## config.mk

```make
export PLATFORM = sky130hd
export DESIGN_NAME = fetch_branch_unit
export DESIGN_NICKNAME = d
export VERILOG_FILES = /design/src/rtl/fetch_branch_unit.sv
export SDC_FILE = /design/constraint.sdc
export NUM_CORES = 1
export LEC_CHECK = 0
export ABC_CLOCK_PERIOD_IN_PS = 4800
export BUFFER_PORTS_ARGS = -buffer_cell sky130_fd_sc_hd__buf_2
export CORE_MARGIN = 3
export CORE_UTILIZATION = 50
export CTS_CLUSTER_SIZE = 40
export DETAILED_ROUTE_END_ITERATION = 10
export GPL_TIMING_DRIVEN = 0
export PLACE_DENSITY = 0.76
export SYNTH_ARGS = -nofsm -noshare
export SYNTH_HDL_FRONTEND = slang
export SYNTH_SLANG_ARGS = --single-unit
```

## constraint.sdc

```tcl
create_clock -name clk -period 4.8 [get_ports clk]
set_input_delay 0.48 -clock clk [delete_from_list [all_inputs] [get_ports clk]]
set_output_delay 0.48 -clock clk [all_outputs]
set_load 0.1 [all_outputs]
```

## src/rtl/fetch_branch_unit.sv

```systemverilog
// Fetch/branch unit: a three-state sequencer (IDLE -> FETCH -> EXEC -> FETCH)
// that fetches one instruction word, presents it to the decoder for a single
// EXEC cycle, then updates pc, lr and the {N,Z,C,V} flag register.
module fetch_branch_unit #(
  parameter logic [31:0] RESET_PC = 32'h0000_0000
) (
  input  logic        clk,
  input  logic        rst_n,
  output logic        imem_req,
  output logic [31:0] imem_addr,
  input  logic        imem_ready,
  input  logic [31:0] imem_rdata,
  output logic [31:0] instr,
  output logic [11:0] opcode,
  output logic        instr_valid,
  input  logic        branch,
  input  logic        beq,
  input  logic        bne,
  input  logic        bgt,
  input  logic        blt,
  input  logic        bge,
  input  logic        ble,
  input  logic        link,
  input  logic        ret,
  input  logic        flag_we,
  input  logic        alu_n,
  input  logic        alu_z,
  input  logic        alu_c,
  input  logic        alu_v,
  output logic [31:0] pc,
  output logic [31:0] lr,
  output logic [3:0]  flags
);

  typedef enum logic [1:0] {
    S_IDLE  = 2'd0,
    S_FETCH = 2'd1,
    S_EXEC  = 2'd2
  } state_t;

  state_t state;
  logic   taken;
  logic   flag_n;
  logic   flag_z;
  logic   flag_v;

  // Branch target: pc + 8 plus the sign-extended 24-bit word offset.
  // Arithmetic wraps modulo 2^32.
  function automatic logic [31:0] branch_target(input logic [31:0] cur_pc,
                                                input logic [23:0] imm);
    logic signed [31:0] offset;
    offset = {{6{imm[23]}}, imm, 2'b00};
    return cur_pc + 32'd8 + offset;
  endfunction

  assign imem_addr = pc;
  assign opcode    = instr[31:20];
  assign flag_n    = flags[3];
  assign flag_z    = flags[2];
  assign flag_v    = flags[0];

  // Branch condition evaluated against the registered flags only, so a CMP
  // issued in the same EXEC cycle never affects this instruction's branch.
  always_comb begin
    taken = branch
          | (beq & flag_z)
          | (bne & ~flag_z)
          | (bgt & ~flag_z & (flag_n == flag_v))
          | (blt & (flag_n != flag_v))
          | (bge & (flag_n == flag_v))
          | (ble & (flag_z | (flag_n != flag_v)));
  end

  // Sequencer with registered outputs; pc/lr/flags/instr change only on the
  // FETCH->EXEC capture and at the EXEC edge.
  always_ff @(posedge clk or negedge rst_n) begin
    if (!rst_n) begin
      state       <= S_IDLE;
      imem_req    <= 1'b0;
      instr_valid <= 1'b0;
      instr       <= 32'h0;
      pc          <= RESET_PC;
      lr          <= 32'h0;
      flags       <= 4'h0;
    end else begin
      case (state)
        S_IDLE: begin
          state       <= S_FETCH;
          imem_req    <= 1'b1;
          instr_valid <= 1'b0;
        end
        S_FETCH: begin
          if (imem_ready) begin
            instr       <= imem_rdata;
            state       <= S_EXEC;
            imem_req    <= 1'b0;
            instr_valid <= 1'b1;
          end
        end
        S_EXEC: begin
          state       <= S_FETCH;
          imem_req    <= 1'b1;
          instr_valid <= 1'b0;
          if (taken && ret) begin
            pc <= lr;
          end else if (taken) begin
            pc <= branch_target(pc, instr[23:0]);
          end else begin
            pc <= pc + 32'd4;
          end
          if (taken && link) begin
            lr <= pc + 32'd4;
          end
          if (flag_we) begin
            flags <= {alu_n, alu_z, alu_c, alu_v};
          end
        end
        default: begin
          state       <= S_IDLE;
          imem_req    <= 1'b0;
          instr_valid <= 1'b0;
        end
      endcase
    end
  end

endmodule
```

==> flow_summary.yaml <==
status:
  status: "completed"
sta:
  min_period_ns: 3.66
  max_freq_mhz: 273
  tightest_slew_ns: 0.991
  tns_ns: 0
  grt_setup_unrepaired: "false"
  final_hold_viol_count: 0
  slew_violations: 0
  min_period_over_period_pct: 76.2
  setup_violations: 0
  fin_skew_ns: 0.00858
  max_slew_margin_pct: 33.4
floorplanning:
  dieArea_sq_um: 16300
  start_util_pct: 52.2
  rows: 43
  core_area_sq_um: 14100
  chipHeight_um: 128
  ios: 195
  die_w_um: 128
clock_tree:
  ctsResizeCount: 0
  holdBufCountCts: 0
  cts_root_buf: "clkbuf_16"
  cts_tree: "yes"
  clockBufferDepth: 2
  cts.sinks: 102
  clk_pin_slew_worst_paths_ns: 0.07
  numCtsBuffers: 9
  cts-htree-levels: 3
  clock_latency_ns: 0.36
  post-cts-setup-buffers: 0
grt:
  antenna_found_initial: 0
  track_usage_pct: 28.2
  grt_max_degree: 70
  grt_pass1_vias: 6775
  grt_pass1_wl_um: 36400
  grt-ovfl-total: 0
synthesis:
  synth.distinct_cells: 65
  postSynth.asyncResetShare_pct: 100
  synth.avg_cell_area_sq_um: 8.38
  synth-edff-count: 0
  syn_nets: 990
  synth_ff_type: "dfrtp_1"
  synth_seq_cells: 102
  ys_warn_count: 0
  ys_seq_area_share_pct: 34.5
  syn_inst: 882
  syn_area_sq_um: 7390
detailed_routing:
  wl_met1_um: 10100
  dr_total_vias: 7193
  drt-total-wl_um: 23000
  detail_route.wl_per_cell_um: 18.1
  vias_per_cell: 5.65
  detail-route-antenna-nets: 0
  drc_errors: 0
  wl_met3_um: 1920
  drtIter0Drc: 662
  dr.pass1.iters: 7
  route.met2.wl_um: 10500
  highest_layer: "met4"
setup_path:
  cp_cell_sequence: "inv_1 -> ha_1 -> inv_1 -> ha_1 -> fa_1 -> a211o_1 -> a211o_1 -> a31o_2 -> a221oi_1 -> o211ai_1 -> xnor2_1 -> a21oi_1"
  cp.arrival_ns: 3.85
  max_stage_delay_ns: 0.58
  cp.required_ns: 4.99
  worstSetupEndpointType: "flip-flop"
  criticalPathCategory: "reg -> reg"
  worstPathMaxFanout: 6
  cp-start-kind: "flip-flop"
  cp_slowest_cell: "a221oi_1"
cells_and_area:
  mostFrequentLayoutCells: "buf_2 (199), nand2_1 (161), dfrtp_1 (102)"
  drive_gt1_share_pct: 25.4
  regArea_sq_um: 2550
  final_common_cell: "buf_2"
  multiInputGateArea_sq_um: 4240
  fill_cells: 1309
  n_antenna_cell: 0
  fin_nets: 1196
  syn_to_final_growth_pct: 20.7
placed_design:
  io_buffers: 194
  place_congestion: 0.946
  dp_hpwl_um: 17500
job:
  maxCapViolCount: 0
min_path:
  hp-class: "in -> async"
## registers in the layout, indices dropped and copies added (netlist names)
register,count
imem_addr,32
instr,32
lr,32
flags,4
instr_valid,1
state,1
## layer usage
metal / GRT usage (%) / vias up
li1: - / 3502
met1: 40.0 / 3342
met2: 44.4 / 322
met3: 5.18 / 27
met4: 7.80 / 0
met5: 0 / -
## worst paths after layout
check	startpoint	to	slack, ns	depth (start not counted)
max	imem_addr[3]	imem_addr[29]	1.14	12
min	rst_n	lr[5]	0.07	1
max reg2reg	imem_addr[3]	imem_addr[29]	1.14	12
min reg2reg	instr[2]	instr[2]	0.50	2
max in group asynchronous	rst_n	imem_addr[19]	4.02	2
min in group clk	imem_rdata[7]	instr[7]	0.31	3
## kinds of logic after synthesis
| family | Yosys count | synth area share, % |
|---|---|---|
| XOR/XNOR | 52 | 6.16 |
| AND/OR/NAND/NOR | 325 | 20.2 |
| multiplexers | 14 | 2.07 |
| AO/OA/AOI/OAI | 224 | 18.8 |
| flip-flops | 102 | 34.5 |
| buffers and inverters | 106 | 8.14 |
| adder cells (fa/ha/maj) | 59 | 10.1 |
## worst max-delay path: cells and delay by family (launching register included)
kind,cells,cell delay [ns]
compound gates,6,1.80
xor+xnor,1,0.19
flops,1,0.43
fa+ha+maj,3,0.95
buf+inv,2,0.12
## layout make-up
| cell class | instances | area share, % |
|---|---|---|
| multi-input cells | 674 | 47.5 |
| flip-flops and latches | 102 | 28.6 |
| repair buffers | 195 | 11.2 |
| plain buffers | 89 | 6.03 |
| clock buffers | 13 | 2.92 |
| well taps | 180 | 2.52 |
| inverters | 17 | 0.715 |
| clock inverters | 3 | 0.477 |
## cell usage after synthesis, drive strengths merged, types with 13 or more instances
cell type | n | area, sq um
a21oi | 84 | 420
o211ai | 13 | 97.6
o21ai | 44 | 220
nand3 | 29 | 145
nor2 | 64 | 240
nand4 | 15 | 100
xnor2 | 25 | 219
inv | 15 | 56.3
nand2 | 161 | 604
clkbuf | 34 | 129
dfrtp | 102 | 2550
buf | 55 | 409
ha | 58 | 726
xor2 | 27 | 236
nor3 | 16 | 80.1
## stage by stage
stage	cells	worst slack (ns)	utilization [%]	hold WS (ns)	cell area (sq um)
after floorplan	882	1.08	-	0.184	7390
after global placement	1256	1.21	60.7	0.479	8590
after detailed placement	1257	1.21	60.9	0.473	8620
after CTS	1273	1.19	63.0	0.0957	8920
after global routing	1273	0.989	63.0	0.116	8920
final	1273	1.14	63.0	0.0738	8920
Power is left out: the tool's default activity adds up to more than one toggle a clock period on the data nets, which glitch-free logic cannot reach.
